<file path="src/rtl/aes_io_pkg.sv">
// Shared constants and types for the AES host register bank.
//   - bus widths of the core data block and key
//   - host byte-address map (base addresses and single-byte registers)
//   - run-controller state encoding
//   - key-length codes driven on CORE_KLEN
package aes_io_pkg;

  localparam int unsigned DATA_W = 128;
  localparam int unsigned KEY_W  = 256;
  localparam int unsigned ADDR_W = 7;

  localparam logic [ADDR_W-1:0] DATA_IN_BASE  = 7'h00;
  localparam logic [ADDR_W-1:0] DATA_OUT_BASE = 7'h10;
  localparam logic [ADDR_W-1:0] KEY_BASE      = 7'h20;
  localparam logic [ADDR_W-1:0] CTRL          = 7'h40;
  localparam logic [ADDR_W-1:0] CFG           = 7'h41;
  localparam logic [ADDR_W-1:0] STATUS        = 7'h42;
  localparam logic [ADDR_W-1:0] LAT           = 7'h43;

  localparam logic [7:0] LAT_MAX = 8'hFF;

  localparam logic [1:0] KLEN_128 = 2'b00;
  localparam logic [1:0] KLEN_192 = 2'b01;
  localparam logic [1:0] KLEN_256 = 2'b10;

  typedef enum logic [1:0] {
    ST_IDLE = 2'd0,
    ST_RUN  = 2'd1,
    ST_DONE = 2'd2
  } state_t;

endpackage

</file>
<file path="src/rtl/aes_io_rdmux.sv">
// Host read-data byte select over the register bank.
// Ports:
//   addr      host byte address
//   data_in   128-bit input data block
//   data_out  128-bit captured result
//   key       256-bit key
//   dir, klen control / config fields
//   busy, done, err  status bits
//   lat       last-run latency
//   rdata_c   selected byte (combinational; unmapped addresses give 0x00)
module aes_io_rdmux
  import aes_io_pkg::*;
(
  input  logic [ADDR_W-1:0] addr,
  input  logic [DATA_W-1:0] data_in,
  input  logic [DATA_W-1:0] data_out,
  input  logic [KEY_W-1:0]  key,
  input  logic              dir,
  input  logic [1:0]        klen,
  input  logic              busy,
  input  logic              done,
  input  logic              err,
  input  logic [7:0]        lat,
  output logic [7:0]        rdata_c
);

  // 16-byte windows decode on addr[6:4], the 32-byte key window on addr[6:5]
  always_comb begin
    rdata_c = 8'h00;
    if (addr[6:4] == DATA_IN_BASE[6:4]) begin
      rdata_c = data_in[{addr[3:0], 3'b000} +: 8];
    end else if (addr[6:4] == DATA_OUT_BASE[6:4]) begin
      rdata_c = data_out[{addr[3:0], 3'b000} +: 8];
    end else if (addr[6:5] == KEY_BASE[6:5]) begin
      rdata_c = key[{addr[4:0], 3'b000} +: 8];
    end else begin
      case (addr)
        CTRL:    rdata_c = {7'd0, dir};
        CFG:     rdata_c = {6'd0, klen};
        STATUS:  rdata_c = {5'd0, err, done, busy};
        LAT:     rdata_c = lat;
        default: rdata_c = 8'h00;
      endcase
    end
  end

endmodule

</file>
<file path="src/rtl/aes_io_regs.sv">
// Byte-wide host register bank and run controller in front of the AES core.
// Ports:
//   CLK, RSTB          clock, async active-low reset
//   DIN, ADDR, WR      host bus (WR=1 write, WR=0 read)
//   START              run request, rising edge launches
//   OK                 result valid (high in DONE)
//   DOUT               registered read data
//   CORE_DIN/KEY/DIR/KLEN  parameters driven straight from the registers
//   CORE_START         one-cycle launch pulse
//   CORE_DONE, CORE_DOUT   completion pulse and result from the core
module aes_io_regs
  import aes_io_pkg::*;
(
  input  logic              CLK,
  input  logic              RSTB,
  input  logic [7:0]        DIN,
  input  logic [ADDR_W-1:0] ADDR,
  input  logic              WR,
  input  logic              START,
  output logic              OK,
  output logic [7:0]        DOUT,
  output logic [DATA_W-1:0] CORE_DIN,
  output logic [KEY_W-1:0]  CORE_KEY,
  output logic              CORE_DIR,
  output logic [1:0]        CORE_KLEN,
  output logic              CORE_START,
  input  logic              CORE_DONE,
  input  logic [DATA_W-1:0] CORE_DOUT
);

  state_t            state;
  logic [DATA_W-1:0] data_in;
  logic [DATA_W-1:0] data_out;
  logic [KEY_W-1:0]  key;
  logic              dir;
  logic [1:0]        klen;
  logic [7:0]        lat;
  logic              err;
  logic              ok;
  logic              start_q;
  logic              core_start;
  logic [7:0]        dout;
  logic [7:0]        rdata_c;
  logic              start_edge_c;
  logic              busy_c;

  assign start_edge_c = START & ~start_q;
  assign busy_c       = (state == ST_RUN);

  aes_io_rdmux u_rdmux (
    .addr     (ADDR),
    .data_in  (data_in),
    .data_out (data_out),
    .key      (key),
    .dir      (dir),
    .klen     (klen),
    .busy     (busy_c),
    .done     (ok),
    .err      (err),
    .lat      (lat),
    .rdata_c  (rdata_c)
  );

  // Register bank, host read port and run controller
  always_ff @(posedge CLK or negedge RSTB) begin
    if (!RSTB) begin
      state      <= ST_IDLE;
      data_in    <= '0;
      data_out   <= '0;
      key        <= '0;
      dir        <= 1'b0;
      klen       <= 2'b00;
      lat        <= 8'h00;
      err        <= 1'b0;
      ok         <= 1'b0;
      start_q    <= 1'b1;   // START held through reset must not look like an edge
      core_start <= 1'b0;
      dout       <= 8'h00;
    end else begin
      start_q    <= START;
      core_start <= 1'b0;

      if (!WR) begin
        dout <= rdata_c;
      end

      // Host writes; the parameter space is frozen while the core runs
      if (WR) begin
        if (busy_c && (ADDR <= CFG)) begin
          err <= 1'b1;
        end else if (ADDR[6:4] == DATA_IN_BASE[6:4]) begin
          data_in[{ADDR[3:0], 3'b000} +: 8] <= DIN;
        end else if (ADDR[6:5] == KEY_BASE[6:5]) begin
          key[{ADDR[4:0], 3'b000} +: 8] <= DIN;
        end else if (ADDR == CTRL) begin
          dir <= DIN[0];
        end else if (ADDR == CFG) begin
          klen <= DIN[1:0];
        end else if (ADDR == STATUS) begin
          err <= 1'b0;
        end
      end

      // Run control; a same-edge err set below wins over a STATUS clear above
      case (state)
        ST_IDLE, ST_DONE: begin
          if (start_edge_c) begin
            state      <= ST_RUN;
            core_start <= 1'b1;
            ok         <= 1'b0;
            lat        <= 8'h00;
          end
        end
        ST_RUN: begin
          if (start_edge_c) begin
            err <= 1'b1;
          end
          if (CORE_DONE) begin
            data_out <= CORE_DOUT;
            ok       <= 1'b1;
            state    <= ST_DONE;
          end else if (lat != LAT_MAX) begin
            lat <= lat + 8'd1;
          end
        end
        default: state <= ST_IDLE;
      endcase
    end
  end

  assign OK         = ok;
  assign DOUT       = dout;
  assign CORE_DIN   = data_in;
  assign CORE_KEY   = key;
  assign CORE_DIR   = dir;
  assign CORE_KLEN  = klen;
  assign CORE_START = core_start;

endmodule
</file>
<file path="config.mk">
export PLATFORM = sky130hd
export DESIGN_NAME = aes_io_regs
export DESIGN_NICKNAME = d
export VERILOG_FILES = /design/src/rtl/aes_io_pkg.sv /design/src/rtl/aes_io_rdmux.sv /design/src/rtl/aes_io_regs.sv
export SDC_FILE = /design/constraint.sdc
export NUM_CORES = 1
export LEC_CHECK = 0
export CORE_ASPECT_RATIO = 1.1
export CORE_MARGIN = 1
export CORE_UTILIZATION = 30
export DETAILED_ROUTE_END_ITERATION = 10
export SLEW_MARGIN = 25
export SYNTH_ARGS = -nofsm -noshare
export SYNTH_HDL_FRONTEND = slang
export SYNTH_SLANG_ARGS = --single-unit
</file>
<file path="constraint.sdc">
create_clock -name CLK -period 2.73 [get_ports CLK]
set_input_delay 0.4095 -clock CLK [delete_from_list [all_inputs] [get_ports CLK]]
set_output_delay 0.4095 -clock CLK [all_outputs]
set_load 0.03 [all_outputs]
</file>
==> impl_results.md, run 1 <==
- Die X-Extent: 282 um
- Async SR Flop Fraction: 100%
- Clock sink total: 537
- Mapped Nets: 2186
- Number of synthesized flops with an enable pin: 0
- Hold Vio Cnt, Final: 0
- P&R area growth vs syn: 42.1%
- Die area: 87300 sq um
- Max-slew violations: 0
- Distinct cells, synth: 80
- Final core occ: 43.1%
- Achievable Freq: 412 MHz
- Setup violators final: 0
- PD cells: 626 nW/um^2
- HP Class: input pin to register
- M3 GR Usage: 8.12%
- Post-synthesis register bit count: 537
- Number of iterations in the first detailed-routing pass: 6
- Commonest cells after routing, fill and taps aside: 539 x clkdlybuf4s50_1, 536 x dfrtp_1, 299 x mux2_2
- CP required: 3.25 ns
- Worst Setup End Kind: register
- Post-DR vias/cell: 5.42
- Most used routing layer: met2
- Share of layout cells above drive strength 1: 30.4%
- Worst setup SP type: register
- Gpl congestion: 0.938
- Largest buffer count on any clock path: 3
- Starting Density: 30.4%
- Placed Cells incl. Taps: 3844
- Num CTS Buffers: 58
- Core area: 85100 sq um
- FP Rows: 112
- Cell Area, Placed: 34600 sq um
- Clk Latency, worst-skew pair: 0.64 ns
- Fin nets: 2918
- Outcome: finished, final reports clean
- Mean Syn Cell Area: 12.7 sq um
- Final antenna-violating net count: 0
- Crit Path Class: register to register
- Postcts setup bufs: 0
- Fin cells: 3956
- Register area share after synthesis: 52.0%
- FF-to-FF setup slack: 0.30 ns
- P_leak: 15.7 nW
- GRT met1 Usage: 33.3%
- WP data arrival: 2.95 ns
- Hpwl dp: 95600 um
- Synthesized cell area: 25800 sq um
- DRC violations left: 0
- Vias in the first global route: 22.1k
- Drt wl/cell: 30.9 um
- Main synth FF type: dfrtp_1
- Crit Path Max Fanout: 3
- Root buf cell: clkbuf_16
- Slew @ Worst Pin: 0.824 ns
- Final clock period utilization by the worst path: 88.9%
- Met2 usage: 45.8%
- Total track usage: 27.7%
- Fin area: 36700 sq um
- CTS resizes: 0
- Rel. slew slack: 44.5%
- Mapped Cells: 2033
- Max Cap Viol: 0
- Peak supply drop: 523 uV
- H-tree depth: 2
- Synth warnings: 0
- Final wirelength: 122000 um
- Most common cell after layout, fill and taps aside: clkdlybuf4s50_1
- IO Count: 545
- Cts hold-fix bufs: 1
- Clk pin slew, worst setup/hold paths: 0.06 ns
- Initial antenna violation count: 7
- Unrepaired setup endpoints after global routing: false
- CTS tree: yes
- First-pass GRT wire length: 170000 um
- Initial drt markers: 1861
- Vias: 21.4k
- Max Clock Skew: 0.0184 ns
- Largest net degree at the start of global routing: 109
- Total gr overflow: 0
- IO buf count: 544
- Final Critical Period: 2.43 ns
- Die Y: 310 um
state kept, by name, summed over array words and instances, names as in the netlist:
| signal | flops |
|---|---|
| CORE_KEY | 256 |
| lat | 8 |
| CORE_DIN | 128 |
| data_out | 128 |
| DOUT | 8 |
| err | 1 |
| start_q | 1 |
| CORE_KLEN | 2 |
| CORE_DIR | 1 |
| OK | 1 |
| state | 2 |
| CORE_START | 1 |
path summary, 6_finish.rpt:
| path | startpoint | end | cells after the start |
|---|---|---|---|
| max | CORE_KEY[22] | DOUT[6] | 6 |
| min | START | start_q | 1 |
| max in group asynchronous | RSTB | data_out[126] | 4 |
| min in group asynchronous | RSTB | data_out[113] | 2 |
| max reg2reg | CORE_KEY[22] | DOUT[6] | 6 |
| min reg2reg | data_out[107] | data_out[107] | 1 |
kinds of logic after synthesis:
kind of cell,Yosys count,share of synthesized area [%]
fa+ha+maj,5,0.242
xor+xnor,7,0.237
compound gates,337,8.75
mux,474,25.5
buf+inv,163,3.30
simple gates,510,9.93
flops,537,52.0
through the flow:
stage          setup TNS (ns)  worst slack (ns)  total power, mW  hold WS, ns
3_3_place_gp           -12.31            -0.339             14.4        0.446
4_1_cts                     0             0.345             23.2        0.186
5_1_grt                     0             0.289             23.8        0.216
3_5_place_dp           -17.76            -0.298             14.5        0.470
6_report                    0             0.303             23.0        0.223
2_1_floorplan         -0.0449           -0.0132             12.1        0.114
synthesized netlist by cell type (7+ instances only):
master    count  area share, %
a211oi_1     14           0.41
a21oi_1      20           0.39
a22o_1        8           0.27
a22oi_1      22           0.64
and2_1       16           0.39
and3_1       29           0.70
buf_1         8           0.12
buf_2        49           0.95
buf_4         7           0.20
buf_6        16           0.70
clkbuf_1     64           0.93
dfrtp_1     536             52
inv_1        14           0.20
mux2_2      299             13
mux2_4       15           0.87
mux2i_1      49            1.9
mux4_2      111            9.7
nand2_1     295            4.3
nand2b_1      8           0.19
nand3_1      24           0.47
nand3_2       9           0.35
nand3_4      10           0.68
nand4_1       8           0.19
nor2_1       57           0.83
nor2b_1      12           0.29
nor3_1        7           0.14
o21ai_0     107            2.1
o21ai_1      15           0.29
o31ai_1      86            2.5
o41ai_1      16           0.54
area by class of cell:
| type | count | area, sq um |
|---|---|---|
| flip-flops and latches | 537 | 13400 |
| inverters | 16 | 60.1 |
| clock buffers | 84 | 1720 |
| repair buffers | 819 | 8130 |
| clock inverters | 25 | 365 |
| diodes | 2 | 5.00 |
| multi-input cells | 1333 | 11600 |
| well taps | 1140 | 1430 |
| fillers | 7965 | 48400 |
worst max-delay path, cell delays in order, from the launching register on:
cell      delay [ns]
dfrtp_1         0.42
mux4_2          0.58
mux4_2          0.49
o22ai_1         0.25
buf_4           0.17
a311oi_1        0.12
a221o_1         0.28
where the power goes:
part / switching (mW) / total [mW] / internal, mW
Sequential: 0.732 / 9.78 / 9.05
Combinational: 2.34 / 4.61 / 2.27
Clock: 3.45 / 8.58 / 5.13
Total: 6.53 / 23.0 / 16.4
routing by layer:
metal  share of wire [%]  vias to the layer above
met5               0.038                        -
met4                 4.8                        8
met3                 9.5                      264
met2                  48                     1140
met1                  38                    11100
li1                    -                     8984
Note: power is estimated with default switching activity, not from simulation.
==> run 2, diff against run 1 <==
- MAX_ROUTING_LAYER: unset -> met4
- SLEW_MARGIN: 25 -> 20
==> impl_results.md, run 2 (synthesis results as in run 1) <==
- Num CTS Buffers: 58 (unchanged)
- Initial antenna violation count: 5 (-2)
- Most used routing layer: met2
- Most common cell after layout, fill and taps aside: clkdlybuf4s50_1
- Worst r2r src: CORE_KEY[22]
- Initial drt markers: 1985 (+6.7%)
- Fill count: 7853 (-1.4%)
- Achievable Freq: 416 MHz (+0.87%)
- Crit Path Max Fanout: 3 (unchanged)
- DRC violations left: 0 (unchanged)
- Comb pwr share: 20.3% (+0.2 points)
- Post-DR vias/cell: 5.45 (+0.50%)
- Largest register FFs: 256 (unchanged)
- Hold Path Origin: START
- Hold Vio Cnt, Final: 0 (unchanged)
- Clk pin slew, worst setup/hold paths: 0.06 ns (about the same)
- Setup violators final: 0 (unchanged)
- Worst setup SP type: register
- Met2 usage: 46.9% (+1.1 points)
- Worst Setup End Kind: register
- GRT met1 Usage: 34.3% (+0.99 points)
- Vias: 21.6k (+0.62%)
- CP required: 3.24 ns (about the same)
- P_leak: 15.8 nW (+0.43%)
- Largest buffer count on any clock path: 3 (unchanged)
- Max-slew violations: 0 (unchanged)
- Peak supply drop: 443 uV (-15%)
- P&R area growth vs syn: 42.6%
- Die Y: 310 um (unchanged)
- Final clock period utilization by the worst path: 88.1% (-0.77 points)
- Internal Power: 16.3 mW (-1.2%)
- Slew @ Worst Pin: 0.727 ns (-0.0974 ns)
- WHS Endpoint: start_q
- Commonest cells after routing, fill and taps aside: 539 x clkdlybuf4s50_1, 536 x dfrtp_1, 299 x mux2_2
- Hold Slack: 0.213 ns (-0.00964 ns)
- FF-to-FF End: DOUT[6]
- Drt wl/cell: 31.0 um (+0.17%)
- Final antenna-violating net count: 0 (unchanged)
- Vias in the first global route: 22.2k (+0.29%)
- Die X-Extent: 282 um (unchanged)
- Final Power: 22.8 mW (-0.78%)
- Placed Cells incl. Taps: 3848 (+0.10%)
- Clk network pwr share: 36.8% (-0.5 points)
- Starting Density: 30.4% (unchanged)
- Total gr overflow: 0 (unchanged)
- Seq pwr share: 42.8% (+0.2 points)
- Final wirelength: 123000 um (+0.29%)
- Fin cells: 3961 (+0.13%)
- CTS resizes: 0 (unchanged)
- Fin nets: 2922 (+0.14%)
- M3 GR Usage: 6.25% (-1.9 points)
- Die area: 87300 sq um (unchanged)
- Hold Path Depth: 1 (unchanged)
- Final Critical Period: 2.41 ns (-0.0210 ns)
- P_sw: 6.54 mW (+0.23%)
- WP data arrival: 2.92 ns (-0.03 ns)
- Largest net degree at the start of global routing: 85 (-22%)
- Sw frac: 28.7% (+0.29 points)
- Gpl congestion: 0.962 (+2.5%)
- Max Cap Viol: 0 (unchanged)
- Unrepaired setup endpoints after global routing: false
- Total track usage: 28.5% (+0.88 points)
- IO Count: 545 (unchanged)
- First-pass GRT wire length: 171000 um (+0.32%)
- FF-to-FF setup slack: 0.32 ns (+0.02 ns)
- Register-to-Register Path Depth: 6 (unchanged)
- Outcome: finished, final reports clean
- Hpwl dp: 95700 um (about the same)
- Core area: 85100 sq um (unchanged)
- Clock sink total: 537 (unchanged)
- HP Class: input pin to register
- Root buf cell: clkbuf_16
- FP Rows: 112 (unchanged)
- PD cells: 619 nW/um^2 (-1.1%)
- Number of iterations in the first detailed-routing pass: 6 (unchanged)
- H-tree depth: 2 (unchanged)
- CTS tree: yes
- Share of layout cells above drive strength 1: 30.7% (+0.25 points)
- Max Clock Skew: 0.0244 ns (+0.00595 ns)
- IO buf count: 544 (unchanged)
- Rel. slew slack: 51.5% (+7.0 points)
- Clk Latency, worst-skew pair: 0.63 ns (about the same)
- Crit Path Class: register to register
## run 2: stage by stage
step | setup WS (ns) | setup TNS (ns) | instance area [sq um] | util (%)
finish | 0.324 | 0 | 36800 | 43.3
global route | 0.281 | 0 | 36800 | 43.3
CTS | 0.345 | 0 | 36800 | 43.3
detailed placement | -0.236 | -32.32 | 34800 | 40.9
global placement | -0.289 | -18.83 | 34800 | 40.9
floorplan | -0.0132 | -0.0449 | 25800 | -
## run 2: metal layers
metal | wire length (um) | vias up | share of wire (%)
met4 | 5040 | 0 | 4.1
met3 | 9300 | 232 | 7.6
met2 | 60200 | 1077 | 49
li1 | - | 8987 | -
met5 | 0 | - | 0
met1 | 48100 | 11300 | 39
## run 2: what timing repair did
item	in CTS	in global routing
hold endpoints to repair	61	0
hold buffers	1	0
setup buffers	0	0
## run 2: critical path, stage by stage (launching register included)
cell and delay [ns]:
dfrtp_1 0.42, mux4_2 0.58, mux4_2 0.49, o22ai_1 0.22
buf_4 0.17, a311oi_1 0.13, a221o_1 0.29
## run 2: power groups by stage
stage,sequential [mW],clock [mW],combinational (mW)
after floorplan,9.98,0,2.16
after global routing,9.88,8.81,4.87
final,9.77,8.40,4.63
after CTS,9.76,8.51,4.66
after global placement,9.81,0,4.56
after detailed placement,9.90,0,4.64
## run 2: worst max-delay path by stage
stage                             from             to  cells after the start
after floorplan                ADDR[1]   CORE_KEY[46]                     13
after global placement         ADDR[2]        DOUT[6]                      7
after detailed placement       ADDR[4]  CORE_KEY[204]                      9
after CTS                 CORE_KEY[51]   CORE_KEY[51]                      1
after global routing           ADDR[4]  CORE_KEY[204]                      9
final                     CORE_KEY[22]        DOUT[6]                      6
## run 2: layout make-up
| type | count | area (sq um) | share of cell area (%) |
|---|---|---|---|
| multi-input combinational | 1333 | 11600 | 31.4 |
| sequential | 537 | 13400 | 36.5 |
| antenna | 4 | 10.0 | 0.0272 |
| tap | 1140 | 1430 | 3.87 |
| clock inverter | 31 | 344 | 0.934 |
| clock buffer | 77 | 1680 | 4.57 |
| inverter | 16 | 60.1 | 0.163 |
| timing repair buffer | 823 | 8290 | 22.5 |
